--- config.mk ---
export PLATFORM = sky130hd
export DESIGN_NAME = mem_arbiter_flat
export DESIGN_NICKNAME = d
export VERILOG_FILES = /design/src/rtl/mem_arbiter_if.sv /design/src/rtl/mem_arbiter.sv /design/src/flat_wrapper.sv
export SDC_FILE = /design/constraint.sdc
export NUM_CORES = 1
export LEC_CHECK = 0
export ABC_AREA = 0
export BUFFER_PORTS_ARGS = -buffer_cell sky130_fd_sc_hd__buf_2
export CAP_MARGIN = 15
export CORE_MARGIN = 3
export CORE_UTILIZATION = 46
export CTS_CLUSTER_SIZE = 8
export DETAILED_ROUTE_END_ITERATION = 12
export PLACE_DENSITY = 0.86
export SYNTH_ARGS = -nofsm -noshare
export SYNTH_HDL_FRONTEND = slang
export SYNTH_SLANG_ARGS = --single-unit
--- constraint.sdc ---
create_clock -name clk -period 3 [get_ports clk]
set_input_delay 0.15 -clock clk [delete_from_list [all_inputs] [get_ports clk]]
set_output_delay 0.15 -clock clk [all_outputs]
set_load 0.01 [all_outputs]
--- src/rtl/mem_arbiter_if.sv ---
`default_nettype none
// ============================================================================
// Module   : mem_arbiter_if
// Brief    : Bundle of the IF / DM requester ports and the unified memory
//            command port served by mem_arbiter.
// Revision : 1.0 - initial release
// ============================================================================
interface mem_arbiter_if #(
  parameter int ADDR_W = 16
);
  // Instruction fetch requester
  logic              if_req;
  logic [ADDR_W-1:0] if_addr;
  logic              if_gnt;
  logic              if_rvalid;
  logic [31:0]       if_rdata;
  // Data memory requester
  logic              dm_req;
  logic [ADDR_W-1:0] dm_addr;
  logic [3:0]        dm_we;
  logic [31:0]       dm_wdata;
  logic              dm_gnt;
  logic              dm_rvalid;
  logic [31:0]       dm_rdata;
  // Unified memory command / return
  logic              mem_en;
  logic [ADDR_W-1:0] mem_addr;
  logic [3:0]        mem_we;
  logic [31:0]       mem_wdata;
  logic [31:0]       mem_rdata;
  // Status
  logic              busy;

  // Arbiter side
  modport slave (
    input  if_req, if_addr, dm_req, dm_addr, dm_we, dm_wdata, mem_rdata,
    output if_gnt, if_rvalid, if_rdata, dm_gnt, dm_rvalid, dm_rdata,
    output mem_en, mem_addr, mem_we, mem_wdata, busy
  );

  // Requesters plus memory side
  modport master (
    output if_req, if_addr, dm_req, dm_addr, dm_we, dm_wdata, mem_rdata,
    input  if_gnt, if_rvalid, if_rdata, dm_gnt, dm_rvalid, dm_rdata,
    input  mem_en, mem_addr, mem_we, mem_wdata, busy
  );
endinterface
`default_nettype wire

--- src/rtl/mem_arbiter.sv ---
`default_nettype none
// ============================================================================
// Module   : mem_arbiter
// Brief    : Shares one single-port memory between instruction fetch and data
//            memory requesters. One access at a time, fixed read latency,
//            DM priority with a bounded starvation window for IF.
// Revision : 1.0 - initial release
// ============================================================================
module mem_arbiter #(
  parameter int LATENCY = 2,   // command to mem_rdata valid, 1..7
  parameter int ADDR_W  = 16,  // byte address width
  parameter int MAX_DM  = 4    // DM grants in a row while IF waits, 1..7
) (
  input  logic          clk,
  input  logic          rst,   // asynchronous, active-low
  mem_arbiter_if.slave  bus
);

  localparam logic [2:0] LAT_C = 3'(LATENCY);
  localparam logic [2:0] MAX_C = 3'(MAX_DM);

  typedef enum logic [0:0] {
    IDLE = 1'b0,
    WAIT = 1'b1
  } state_t;

  state_t            state;
  state_t            state_nxt;
  logic [2:0]        lat_cnt;
  logic [2:0]        starve_cnt;
  logic              owner_dm;      // 1: outstanding read belongs to DM
  logic              grant_if;
  logic              grant_dm;
  logic              is_read;
  logic              lat_done;
  logic              cmd_en;
  logic [ADDR_W-1:0] cmd_addr;
  logic [3:0]        cmd_we;
  logic [31:0]       cmd_wdata;
  logic              if_rvalid_reg;
  logic              dm_rvalid_reg;
  logic [31:0]       if_rdata_reg;
  logic [31:0]       dm_rdata_reg;

  // Last WAIT cycle: memory data is on mem_rdata right now
  assign lat_done = (state == WAIT) && (lat_cnt == LAT_C);

  // State register
  always_ff @(posedge clk or negedge rst) begin
    if (!rst) state <= IDLE;
    else      state <= state_nxt;
  end

  // Arbitration, memory command mux and next state; grants only from IDLE
  // and never while reset is held, so every output is quiet during reset
  always_comb begin
    state_nxt = state;
    grant_if  = 1'b0;
    grant_dm  = 1'b0;
    is_read   = 1'b0;
    cmd_en    = 1'b0;
    cmd_addr  = '0;
    cmd_we    = 4'b0000;
    cmd_wdata = 32'h0;
    case (state)
      IDLE: begin
        if (rst) begin
          if (bus.if_req && (!bus.dm_req || (starve_cnt == MAX_C))) grant_if = 1'b1;
          else if (bus.dm_req) grant_dm = 1'b1;
        end
        if (grant_if) begin
          cmd_en    = 1'b1;
          cmd_addr  = bus.if_addr;
          is_read   = 1'b1;
          state_nxt = WAIT;
        end else if (grant_dm) begin
          cmd_en    = 1'b1;
          cmd_addr  = bus.dm_addr;
          cmd_we    = bus.dm_we;
          cmd_wdata = bus.dm_wdata;
          // writes finish in the grant cycle; only reads occupy the memory
          if (bus.dm_we == 4'b0000) begin
            is_read   = 1'b1;
            state_nxt = WAIT;
          end
        end
      end
      WAIT: begin
        if (lat_done) state_nxt = IDLE;
      end
      default: state_nxt = IDLE;
    endcase
  end

  // Latency counter and owner of the outstanding read
  always_ff @(posedge clk or negedge rst) begin
    if (!rst) begin
      lat_cnt  <= 3'd0;
      owner_dm <= 1'b0;
    end else if (is_read) begin
      lat_cnt  <= 3'd1;
      owner_dm <= grant_dm;
    end else if (lat_done) begin
      lat_cnt  <= 3'd0;
    end else if (state == WAIT) begin
      lat_cnt  <= 3'(lat_cnt + 3'd1);
    end
  end

  // Starvation counter: counts DM wins while IF is waiting, saturating
  always_ff @(posedge clk or negedge rst) begin
    if (!rst) begin
      starve_cnt <= 3'd0;
    end else if (grant_if) begin
      starve_cnt <= 3'd0;
    end else if (grant_dm) begin
      if (!bus.if_req)               starve_cnt <= 3'd0;
      else if (starve_cnt != MAX_C)  starve_cnt <= 3'(starve_cnt + 3'd1);
    end
  end

  // Read return: capture mem_rdata for the owner, pulse its rvalid next cycle
  always_ff @(posedge clk or negedge rst) begin
    if (!rst) begin
      if_rvalid_reg <= 1'b0;
      dm_rvalid_reg <= 1'b0;
      if_rdata_reg  <= 32'h0;
      dm_rdata_reg  <= 32'h0;
    end else begin
      if_rvalid_reg <= 1'b0;
      dm_rvalid_reg <= 1'b0;
      if (lat_done) begin
        if (owner_dm) begin
          dm_rdata_reg  <= bus.mem_rdata;
          dm_rvalid_reg <= 1'b1;
        end else begin
          if_rdata_reg  <= bus.mem_rdata;
          if_rvalid_reg <= 1'b1;
        end
      end
    end
  end

  assign bus.if_gnt    = grant_if;
  assign bus.dm_gnt    = grant_dm;
  assign bus.mem_en    = cmd_en;
  assign bus.mem_addr  = cmd_addr;
  assign bus.mem_we    = cmd_we;
  assign bus.mem_wdata = cmd_wdata;
  assign bus.if_rvalid = if_rvalid_reg;
  assign bus.dm_rvalid = dm_rvalid_reg;
  assign bus.if_rdata  = if_rdata_reg;
  assign bus.dm_rdata  = dm_rdata_reg;
  assign bus.busy      = (state == WAIT);

endmodule
`default_nettype wire

--- src/flat_wrapper.sv ---
// flat-port wrapper written by rule: the top's interface ports become plain ports
module mem_arbiter_flat 
#(
  parameter int LATENCY = 2,                                      
  parameter int ADDR_W  = 16,                       
  parameter int MAX_DM  = 4                                              
)
  (clk, rst, bus_if_req, bus_if_addr, bus_dm_req, bus_dm_addr, bus_dm_we, bus_dm_wdata, bus_mem_rdata, bus_if_gnt, bus_if_rvalid, bus_if_rdata, bus_dm_gnt, bus_dm_rvalid, bus_dm_rdata, bus_mem_en, bus_mem_addr, bus_mem_we, bus_mem_wdata, bus_busy);
  mem_arbiter_if #(.ADDR_W(ADDR_W)) bus_i ();
  input  logic clk;
  input  logic rst;
  input wire logic [$bits(bus_i.if_req)-1:0] bus_if_req;
  input wire logic [$bits(bus_i.if_addr)-1:0] bus_if_addr;
  input wire logic [$bits(bus_i.dm_req)-1:0] bus_dm_req;
  input wire logic [$bits(bus_i.dm_addr)-1:0] bus_dm_addr;
  input wire logic [$bits(bus_i.dm_we)-1:0] bus_dm_we;
  input wire logic [$bits(bus_i.dm_wdata)-1:0] bus_dm_wdata;
  input wire logic [$bits(bus_i.mem_rdata)-1:0] bus_mem_rdata;
  output wire logic [$bits(bus_i.if_gnt)-1:0] bus_if_gnt;
  output wire logic [$bits(bus_i.if_rvalid)-1:0] bus_if_rvalid;
  output wire logic [$bits(bus_i.if_rdata)-1:0] bus_if_rdata;
  output wire logic [$bits(bus_i.dm_gnt)-1:0] bus_dm_gnt;
  output wire logic [$bits(bus_i.dm_rvalid)-1:0] bus_dm_rvalid;
  output wire logic [$bits(bus_i.dm_rdata)-1:0] bus_dm_rdata;
  output wire logic [$bits(bus_i.mem_en)-1:0] bus_mem_en;
  output wire logic [$bits(bus_i.mem_addr)-1:0] bus_mem_addr;
  output wire logic [$bits(bus_i.mem_we)-1:0] bus_mem_we;
  output wire logic [$bits(bus_i.mem_wdata)-1:0] bus_mem_wdata;
  output wire logic [$bits(bus_i.busy)-1:0] bus_busy;
  assign bus_i.if_req = bus_if_req;
  assign bus_i.if_addr = bus_if_addr;
  assign bus_i.dm_req = bus_dm_req;
  assign bus_i.dm_addr = bus_dm_addr;
  assign bus_i.dm_we = bus_dm_we;
  assign bus_i.dm_wdata = bus_dm_wdata;
  assign bus_i.mem_rdata = bus_mem_rdata;
  assign bus_if_gnt = bus_i.if_gnt;
  assign bus_if_rvalid = bus_i.if_rvalid;
  assign bus_if_rdata = bus_i.if_rdata;
  assign bus_dm_gnt = bus_i.dm_gnt;
  assign bus_dm_rvalid = bus_i.dm_rvalid;
  assign bus_dm_rdata = bus_i.dm_rdata;
  assign bus_mem_en = bus_i.mem_en;
  assign bus_mem_addr = bus_i.mem_addr;
  assign bus_mem_we = bus_i.mem_we;
  assign bus_mem_wdata = bus_i.mem_wdata;
  assign bus_busy = bus_i.busy;
  mem_arbiter #(.LATENCY(LATENCY), .ADDR_W(ADDR_W), .MAX_DM(MAX_DM)) u_core (.clk(clk), .rst(rst), .bus(bus_i));
endmodule
# Word-level counts from Yosys, hierarchy flattened
# Index checks and enable logic that the tools add are counted.
# totals
ff_bits	74
in_bits	104
out_inout_bits	122
elab_cells	64
# op_classes
addsub	2
n_eq_ne	4
muxes	38
n_bitwise	2
reduce_logical	10
# ops
op	n
$mux 32	3
$mux 16	3
$mux 1	21
$mux 3	7
$mux 4	3
$add 3x1->3 const B	2
$reduce_and 2->1	3
$logic_not 4->1	1
$eq 3x2->1 const B	1
$eq 3x3->1 const B	1
$ne 3x1->1 const B	1
$ne 3x3->1 const B	1
$reduce_bool 3->1	1
$logic_and 1x1->1	2
$not 1->1	2
$pmux 1 s2	1
$reduce_bool 2->1	1
$logic_not 1->1	1
$logic_or 1x1->1	1

# Logic depth before layout (Yosys ltp)
# Gate-level depths: netlist of the first run.
# logic_depth
ltp_word	10
mapped_depth	7
depth_no_buf	5

# Worst setup path after synthesis of the first run
# No wires, ideal clock.
# synth_timing
path_type	register to register
startpoint	reg u_core.lat_cnt[0]
endpoint	reg u_core.if_rdata_reg[10], in the netlist u_core.bus.if_rdata[10]
setup_ns	0.125
t_arrival_ns	1.511
t_required_ns	2.875
slack_ns	1.363
path_stages_with_launch	8
n_path_buf	2
synth_period_minus_slack_ns	1.637
path_cell_list	dfrtp_1 inv_1 ha_1 nor2b_4 and3b_1 buf_6 buf_12 mux2_4
# synth_via
elab_chain_len	3
# synth_rtl
element	line	source
from (decl)	mem_arbiter.sv:29	logic [2:0] lat_cnt;
from (signal assigned)	mem_arbiter.sv:106	lat_cnt <= 3'(lat_cnt + 3'd1);
$eq 3x2->1	mem_arbiter.sv:46	assign lat_done = (state == WAIT) && (lat_cnt == LAT_C);
$logic_and 1x1->1	mem_arbiter.sv:46	
$reduce_and 2->1 (no line)	-	
to (signal assigned)	mem_arbiter.sv:137	if_rdata_reg <= bus.mem_rdata;
to (decl)	mem_arbiter.sv:42	logic [31:0] if_rdata_reg;
# Every way passes these cells.
# A chain may end at the register's enable or synchronous reset.

# Worst setup path in the final report of the first run
# layout_timing
startpoint	reg u_core.state, in the netlist u_core.bus.busy
endpoint	out bus_mem_wdata[10]
# layout_via
elab_chain_len	1
# layout_rtl
element	line	source
from (decl)	mem_arbiter.sv:27	state_t state;
from (signal assigned)	mem_arbiter.sv:51	else state <= state_nxt;
$mux 32	mem_arbiter.sv:65	case (state)
to (decl)	flat_wrapper.sv:28	output wire logic [$bits(bus_i.mem_wdata)-1:0] bus_mem_wdata;
# Every way passes these cells.

==> flow_metrics.env, run 1 <==
export IMPL_grt_usage=0.228
export IMPL_syn_nets=362
export IMPL_synth_enable_flop_cells=0
export IMPL_irDropWorstVdd_mv=0.318
export IMPL_seq_area_frac_synth=0.523
export IMPL_p_per_area_nw_per_um2=941
export IMPL_finClkSkew_ns=0.00793
export IMPL_port_buffers=225
export IMPL_syn_area_sq_um=3540
export IMPL_p_leak_nw=2.76
export IMPL_fin_crit_sh=0.763
export IMPL_cap_violations=0
export IMPL_synthArstFlopShare=1.00
export IMPL_maxSlewViolCount=0
export IMPL_cts_made_buffers=9
export IMPL_worst_slew_pin_slew_ns=0.902
export IMPL_fin_util=0.667
export IMPL_antenna_cells=0
export IMPL_yosysMostFrequentCell="dfrtp_1"
export IMPL_fp_coreArea_sq_um=7370
export IMPL_endpoint_kind="output port"
export IMPL_wl_per_cell_microns=17.0
export IMPL_rsz0062_at_grt="false"
export IMPL_setup_viol=0
export IMPL_layout_nets=584
export IMPL_max_freq_mhz=437
export IMPL_antenna_left=0
export IMPL_grt_max_degree=72
export IMPL_min_path_type="in -> reg"
export IMPL_path_clk_slew_ns=0.08
export IMPL_cp_required_ns=2.85
export IMPL_hold_viol_final=0
export IMPL_synth_top_cell_by_area="dfrtp_1"
export IMPL_drt_wl_total_microns=9860
export IMPL_whs_ns=0.0506
export IMPL_status="finished clean"
export IMPL_synth_top_area_frac=0.523
export IMPL_cts_tree="yes"
export IMPL_start_kind="flop"
export IMPL_cts_root_buf="clkbuf_8"
export IMPL_layout_min_cycle_time_ns=2.29
export IMPL_post_cts_buffers=0
export IMPL_synth_flop_cell="dfrtp_1"
export IMPL_htree_levels=3
export IMPL_worstSkewPairLatency_ns=0.34
export IMPL_start_util=0.480
export IMPL_io_pins=226
export IMPL_rows=31
export IMPL_dieArea_sq_um=8780
export IMPL_clock_path_buffers=2
export IMPL_critPathKind="reg -> out"
export IMPL_drc=0
export IMPL_drt_initial_drc_count=73
export IMPL_yosys_top_cells_area="dfrtp_1 52%, mux2_4 12%, mux2_2 11%"
export IMPL_syn_avg_cell_area_sq_um=13.9
export IMPL_finalSetupTns_ns=0
export IMPL_fp_dieW_microns=93.7
export IMPL_grt_pass1_wl_microns=15600
export IMPL_grt_ovfl_total=0
export IMPL_cp_arrival_ns=2.14
export IMPL_cts_sinks=74
export IMPL_crit_fanout=38
export IMPL_drive_gt1_frac=0.663
export IMPL_netlist_instances=254
export IMPL_gp_congestion=0.856
export IMPL_fp_dieH_microns=93.7
export IMPL_synth_cell_types=36
export IMPL_place_hpwl_microns=7860
export IMPL_synth_seq_cells=74
export IMPL_dr_pass1_iters=4
export IMPL_slew_headroom=0.399
export IMPL_vias=2998
export IMPL_antenna_found_initial=0
export IMPL_first_global_vias=3110
export IMPL_synth_common_cells="74 x dfrtp_1, 37 x and3_1, 36 x mux2_2, 29 x mux2_4, 16 x a22o_1"
export IMPL_yosys_warnings=0
export IMPL_routed_via_density=5.17
export IMPL_layout_area_overhead_vs_synth_pct=38.8
cell usage in the layout, fill, tap and decap left out, types with 2 or more instances in the layout:
cell type  instances
nand2_1            2
nand4_1            3
a21oi_1            2
clkinv_4           2
mux2_2            36
inv_6              2
buf_4              4
a22o_1            16
nor3b_1            2
dfrtp_1           74
bufinv_16          2
clkbuf_8           9
and3_1            37
inv_1              5
nor2_1             2
buf_2            224
a31oi_1            3
mux2_4            29
ha_1               4
o21ai_0            2
layout make-up:
| cell class | count | area, sq um |
|---|---|---|
| inverter | 5 | 18.8 |
| fill | 560 | 2450 |
| timing repair buffer | 230 | 1180 |
| sequential | 74 | 1850 |
| clock inverter | 7 | 100 |
| multi-input combinational | 156 | 1520 |
| tap | 99 | 124 |
| clock buffer | 9 | 124 |
kinds of logic (layout without fill, tap and decap cells):
kind of cell / after synthesis / after routing / synth area share
multiplexers: 65 / 65 / 0.238
AO/OA/AOI/OAI: 30 / 30 / 0.0700
AND/OR/NAND/NOR: 57 / 57 / 0.106
adder cells (fa/ha/maj): 4 / 4 / 0.0141
buffers and inverters: 24 / 251 / 0.0491
flip-flops: 74 / 74 / 0.523
final timing paths:
path | slack [ns] | from | cells past startpoint | end
worst min register to register | 0.50 | u_core.bus.dm_rdata[24]$_DFFE_PN0P_ | 1 | u_core.bus.dm_rdata[24]$_DFFE_PN0P_
worst max-delay path | 0.71 | u_core.bus.busy$_DFF_PN0_ | 3 | bus_mem_wdata[10]
worst max register to register | 0.84 | u_core.lat_cnt[0]$_DFFE_PN0P_ | 6 | u_core.bus.if_rdata[3]$_DFFE_PN0P_
worst min-delay path | 0.05 | bus_mem_rdata[15] | 2 | u_core.bus.if_rdata[15]$_DFFE_PN0P_
min in group asynchronous | 0.21 | rst | 2 | u_core.owner_dm$_DFFE_PN0P_
max in group asynchronous | 1.73 | rst | 3 | u_core.bus.dm_rdata[3]$_DFFE_PN0P_
per-stage QoR:
| stage | worst slack [ns] | instances | cell area, sq um | total power [mW] |
|---|---|---|---|---|
| 3_3_place_gp | 0.919 | 563 | 4680 | 3.67 |
| 3_5_place_dp | 0.850 | 563 | 4680 | 3.81 |
| 6_report | 0.710 | 580 | 4910 | 4.63 |
| 4_1_cts | 0.676 | 580 | 4910 | 4.67 |
| 5_1_grt | 0.426 | 580 | 4910 | 4.91 |
| 2_1_floorplan | 1.36 | 254 | 3540 | 3.02 |
report_power, final:
group	internal [mW]	switching (mW)	total (mW)
clock	0.475	0.379	0.854
combinational	1.08	0.891	1.97
sequential	1.49	0.311	1.80
critical path: stages, from the launching register on:
cell and delay, ns:
dfrtp_1 0.50, and3b_1 0.86, and3_1 0.29, buf_2 0.14
repair_timing:
item                      4_1_cts  5_1_grt
resized for setup               0        0
hold endpoints to repair        3        0
hold buffers                    1        0
per-layer routing:
layer	global-route usage	share of wire
met5	0	0
met3	0.0473	0.077
met1	0.265	0.37
met2	0.420	0.54
met4	0.0698	0.013
Note: power is estimated with default switching activity, not from simulation.
==> run 2, diff against run 1 <==
Settings changed: CORE_UTILIZATION 46 to 43, PLACE_DENSITY 0.86 to 0.81.
Clock period 3 ns to 2.35 ns, I/O delays scaled along.
==> run 2 against run 1 <==
- critical path type unchanged
- total power is 25% higher
- sequential power up 26%
- largest cell class unchanged
- critical path depth is 3 higher
- combinational power rose by 27%
- first-iteration DRC count rose by 62%
- clock power grew 15%
- design area rose by 0.18%
- routed wire length shrank 4.3%
- cell count grew 1.0%
- flip-flop and latch count unchanged
==> flow_metrics.env, run 2 (synthesized netlist as in run 1, its figures left out) <==
export IMPL_grt_usage=0.201
export IMPL_routed_via_density=5.06
export IMPL_drc=0
export IMPL_drt_initial_drc_count=118
export IMPL_cts_sinks=74
export IMPL_fillers=636
export IMPL_critPathCapture="bus_mem_addr[8]"
export IMPL_io_pins=226
export IMPL_irDropWorstVdd_mv=0.463
export IMPL_antenna_left=0
export IMPL_rsz0062_at_grt="false"
export IMPL_fp_dieW_microns=96.7
export IMPL_gp_congestion=0.808
export IMPL_grt_pass1_wl_microns=15600
export IMPL_grt_ovfl_total=0
export IMPL_layout_common_cells="224 x buf_2, 74 x dfrtp_1, 37 x and3_1"
export IMPL_endpoint_kind="output port"
export IMPL_fin_area_sq_um=4920
export IMPL_r2r_end="u_core.bus.if_rdata[1]$_DFFE_PN0P_"
export IMPL_wl_per_cell_microns=16.1
export IMPL_cts_tree="yes"
export IMPL_cts_made_buffers=9
export IMPL_min_path_type="in -> reg"
export IMPL_htree_levels=3
export IMPL_drt_wl_total_microns=9440
export IMPL_dieArea_sq_um=9360
export IMPL_setup_viol=0
export IMPL_cts_resized_gates=0
export IMPL_final_common_cell="buf_2"
export IMPL_p_per_area_nw_per_um2=1170
export IMPL_first_global_vias=3168
export IMPL_fp_dieH_microns=96.7
export IMPL_p_sw_mw=1.98
export IMPL_worst_slew_pin_slew_ns=0.870
export IMPL_fin_util=0.627
export IMPL_multi_input_comb_area_sq_um=1520
export IMPL_slew_headroom=0.420
export IMPL_path_clk_slew_ns=0.08
export IMPL_drive_gt1_frac=0.661
export IMPL_power_internal_mw=3.79
export IMPL_r2r_start="u_core.lat_cnt[0]$_DFFE_PN0P_"
export IMPL_post_dp_cell_area_sq_um=4690
export IMPL_worstSkewPairLatency_ns=0.34
export IMPL_cp_arrival_ns=1.96
export IMPL_layout_min_cycle_time_ns=2.08
export IMPL_critPathKind="reg -> out"
export IMPL_grt_max_degree=71
export IMPL_layout_nets=587
export IMPL_p_comb_frac=0.435
export IMPL_port_buffers=225
export IMPL_power_frac_clock=0.170
export IMPL_p_seq_frac=0.394
export IMPL_finClkSkew_ns=0.00743
export IMPL_post_cts_buffers=0
export IMPL_start_kind="flop"
export IMPL_fp_coreArea_sq_um=7850
export IMPL_antenna_cells=0
export IMPL_maxSlewViolCount=0
export IMPL_crit_fanout=19
export IMPL_rows=32
export IMPL_register_area_sq_um=1850
export IMPL_place_hpwl_microns=7230
export IMPL_antenna_found_initial=0
export IMPL_p_sw_frac=0.343
export IMPL_cap_violations=0
export IMPL_finalSetupTns_ns=0
export IMPL_fin_crit_sh=0.883
export IMPL_critPathLaunch="u_core.starve_cnt[0]$_DFFE_PN0P_"
export IMPL_start_util=0.451
export IMPL_status="finished clean"
export IMPL_cts_root_buf="clkbuf_8"
export IMPL_cp_required_ns=2.23
export IMPL_p_leak_nw=2.77
export IMPL_hold_viol_final=0
export IMPL_layout_area_overhead_vs_synth_pct=39.1
export IMPL_rrSetupSlack_ns=0.47
export IMPL_clock_path_buffers=2
export IMPL_max_freq_mhz=482
export IMPL_rr_worst_depth=6
export IMPL_vias=2963
export IMPL_dr_pass1_iters=4
[run 2: what timing repair did]
action / 4_1_cts / 5_1_grt
endpoints found under the setup margin: 0 / 0
hold buffers: 2 / 1
hold endpoints to repair: 5 / 1
[run 2: area by class of cell]
cell class,instances,share of cell area
clock inverter,7,0.0158
multi-input combinational,156,0.308
tap,102,0.0259
clock buffer,9,0.0252
timing repair buffer,233,0.245
sequential,74,0.376
inverter,5,0.00381
[run 2: how the worst min path moves through the flow]
| stage | start | end | slack (ns) | cells past startpoint |
|---|---|---|---|---|
| after floorplan | rst | u_core.bus.busy$_DFF_PN0_ | -0.18 | 0 |
| after global placement | rst | u_core.starve_cnt[2]$_DFFE_PN0P_ | -0.06 | 1 |
| after detailed placement | rst | u_core.owner_dm$_DFFE_PN0P_ | -0.06 | 1 |
| after CTS | bus_mem_rdata[22] | u_core.bus.if_rdata[22]$_DFFE_PN0P_ | 0.004 | 2 |
| after global routing | bus_mem_rdata[29] | u_core.bus.if_rdata[29]$_DFFE_PN0P_ | 0.005 | 2 |
| final | bus_mem_rdata[8] | u_core.bus.if_rdata[8]$_DFFE_PN0P_ | 0.02 | 2 |
[run 2: power by group through the flow]
stage,Combinational [mW],Clock (mW),Sequential (mW)
final,2.51,0.982,2.27
after global placement,2.44,0,2.26
after global routing,2.72,1.08,2.36
after floorplan,1.34,0,2.52
after CTS,2.55,1.01,2.28
after detailed placement,2.53,0,2.29
[run 2: per-stage QoR]
stage / power [mW] / worst slack [ns] / hold WS [ns] / std cells
global placement: 4.70 / 0.597 / -0.0627 / 567
floorplan: 3.85 / 0.713 / -0.178 / 254
CTS: 5.84 / 0.265 / 0.00392 / 585
finish: 5.76 / 0.274 / 0.0183 / 586
detailed placement: 4.82 / 0.497 / -0.0596 / 567
global route: 6.16 / 0.0783 / 0.00543 / 586
[run 2: worst max-delay path, cell delays in order (launching register included)]
cell,delay (ns)
dfrtp_1,0.37
inv_1,0.07
ha_1,0.25
and3_1,0.21
nor2_4,0.37
a22o_1,0.21
buf_2,0.13
[run 2: layer usage]
metal,vias up,share of wire,global-route usage
li1,1381,-,-
met2,154,0.51,0.354
met3,13,0.081,0.0562
met1,1415,0.40,0.238
met5,-,0,0
met4,0,0.013,0.0626
==> run 3, diff against run 2 <==
Settings changed: RECOVER_POWER set to 25.
==> run 3 against run 2 <==
- combinational power is 6% lower
- flip-flop and latch count did not move
- worst setup slack got worse by 0.0048 ns
==> flow_metrics.env, run 3 (synthesized netlist as in run 1, its figures left out) <==
export IMPL_status="finished clean"
export IMPL_rsz0062_at_grt="false"
export IMPL_drt_initial_drc_count=121
export IMPL_fp_dieW_microns=96.7
export IMPL_cts_made_buffers=9
export IMPL_antenna_left=0
export IMPL_fillers=662
export IMPL_rrSetupSlack_ns=0.47
export IMPL_cap_violations=0
export IMPL_p_comb_frac=0.419
export IMPL_min_path_type="in -> reg"
export IMPL_grt_max_degree=71
export IMPL_irDropWorstVdd_mv=0.448
export IMPL_layout_common_cells="161 x buf_2, 74 x dfrtp_1, 63 x clkbuf_1"
export IMPL_grt_ovfl_total=0
export IMPL_grt_pass1_wl_microns=15600
export IMPL_final_common_cell="buf_2"
export IMPL_dr_pass1_iters=4
export IMPL_fin_util=0.617
export IMPL_start_util=0.451
export IMPL_power_frac_clock=0.175
export IMPL_cp_required_ns=2.23
export IMPL_fp_coreArea_sq_um=7850
export IMPL_worst_path_dominant_cell_family="simple AND/OR/NAND/NOR gates"
export IMPL_wl_per_cell_microns=16.4
export IMPL_path_buf_inv=2
export IMPL_first_global_vias=3168
export IMPL_p_leak_nw=2.59
export IMPL_register_area_sq_um=1850
export IMPL_endpoint_kind="output port"
export IMPL_drive_gt1_frac=0.531
export IMPL_cts_tree="yes"
export IMPL_maxSlewViolCount=0
export IMPL_fin_crit_sh=0.885
export IMPL_cts_root_buf="clkbuf_8"
export IMPL_port_buffers=225
export IMPL_drc=0
export IMPL_grt_usage=0.201
export IMPL_worstSkewPairLatency_ns=0.34
export IMPL_layout_area_overhead_vs_synth_pct=36.9
export IMPL_power_internal_mw=3.64
export IMPL_path_clk_slew_ns=0.09
export IMPL_gp_congestion=0.808
export IMPL_p_sw_frac=0.356
export IMPL_grtUsageMet1=0.238
export IMPL_vias=2948
export IMPL_cts_resized_gates=0
export IMPL_dp_cells=567
export IMPL_layout_nets=587
export IMPL_slew_headroom=0.417
export IMPL_fp_dieH_microns=96.7
export IMPL_start_kind="flop"
export IMPL_p_per_area_nw_per_um2=1170
export IMPL_htree_levels=3
export IMPL_crit_path_top_delay_cell="dfrtp_1"
export IMPL_finClkSkew_ns=0.00991
export IMPL_worstHoldEndpoint="u_core.bus.if_rdata[20]$_DFFE_PN0P_"
export IMPL_instances_no_fill=586
export IMPL_setup_viol=0
export IMPL_use_met2=0.354
export IMPL_drt_wl_total_microns=9590
export IMPL_worstPathCellList="inv_1 -> ha_1 -> and3_1 -> nor2_4 -> a22o_1 -> buf_2"
export IMPL_rr_worst_depth=6
export IMPL_dieArea_sq_um=9360
export IMPL_busiest_layer="met2"
export IMPL_hold_viol_final=0
export IMPL_antenna_found_initial=0
export IMPL_place_ws_ns=0.497
export IMPL_rows=32
export IMPL_p_seq_frac=0.406
export IMPL_worst_slew_pin_slew_ns=0.874
export IMPL_r2r_end="u_core.bus.if_rdata[1]$_DFFE_PN0P_"
export IMPL_critPathKind="reg -> out"
export IMPL_setup_ws_ns=0.269
export IMPL_clock_path_buffers=2
export IMPL_cpPeakStageDelay_ns=0.37
export IMPL_crit_fanout=19
export IMPL_met3_usage=0.0562
export IMPL_hp_start="bus_mem_rdata[20]"
export IMPL_multi_input_comb_area_sq_um=1520
export IMPL_place_hpwl_microns=7230
export IMPL_r2r_start="u_core.lat_cnt[0]$_DFFE_PN0P_"
export IMPL_routed_via_density=5.03
export IMPL_p_sw_mw=2.01
export IMPL_antenna_cells=0
export IMPL_cts_sinks=74
export IMPL_max_freq_mhz=481
export IMPL_finalSetupTns_ns=0
export IMPL_cp_arrival_ns=1.96
export IMPL_hold_depth=2
export IMPL_layout_min_cycle_time_ns=2.08
export IMPL_io_pins=226
run 3: cell types whose count changed in the layout (fill, tap and decap cells not counted), sizes merged:
cell / delta
buf: -63
clkbuf: +63
run 3: through the flow:
step | power [mW] | hold WS, ns | area [sq um]
3_5_place_dp | 4.82 | -0.0596 | 4690
3_3_place_gp | 4.70 | -0.0627 | 4690
2_1_floorplan | 3.85 | -0.178 | 3540
5_1_grt | 6.04 | 0.00543 | 4840
4_1_cts | 5.84 | 0.00392 | 4910
6_report | 5.65 | 0.0180 | 4840
run 3: area by class of cell:
cell class,count,share of cell area
Sequential cell,74,0.382
Multi-Input combinational cell,156,0.313
Timing Repair Buffer,233,0.233
Tap cell,102,0.0263
Clock buffer,9,0.0256
Clock inverter,7,0.0160
Inverter,5,0.00387
run 3: power by group through the flow:
stage          clock, mW  sequential, mW  combinational [mW]
6_report           0.987            2.29                2.37
5_1_grt             1.08            2.38                2.57
4_1_cts             1.01            2.28                2.55
3_5_place_dp           0            2.29                2.53
3_3_place_gp           0            2.26                2.44
2_1_floorplan          0            2.52                1.34
run 3: what timing repair did:
action                    4_1_cts  5_1_grt
hold buffers                    2        1
buffers inserted                0        0
hold endpoints to repair        5        1
run 3: how the worst max path moves through the flow:
stage	start	to	slack [ns]	cells after the start
after floorplan	u_core.lat_cnt[0]$_DFFE_PN0P_	u_core.bus.if_rdata[10]$_DFFE_PN0P_	0.71	7
after global placement	u_core.lat_cnt[0]$_DFFE_PN0P_	u_core.bus.if_rdata[3]$_DFFE_PN0P_	0.60	6
after detailed placement	u_core.lat_cnt[0]$_DFFE_PN0P_	u_core.bus.if_rdata[3]$_DFFE_PN0P_	0.50	6
after CTS	u_core.starve_cnt[0]$_DFFE_PN0P_	bus_mem_addr[8]	0.27	6
after global routing	u_core.starve_cnt[0]$_DFFE_PN0P_	bus_mem_addr[8]	0.08	6
final	u_core.starve_cnt[0]$_DFFE_PN0P_	bus_mem_addr[8]	0.27	6
run 3: layer usage:
| layer | part of all wire | vias to the layer above |
|---|---|---|
| li1 | - | 1382 |
| met1 | 0.41 | 1403 |
| met2 | 0.50 | 150 |
| met3 | 0.079 | 13 |
| met4 | 0.013 | 0 |
| met5 | 0 | - |
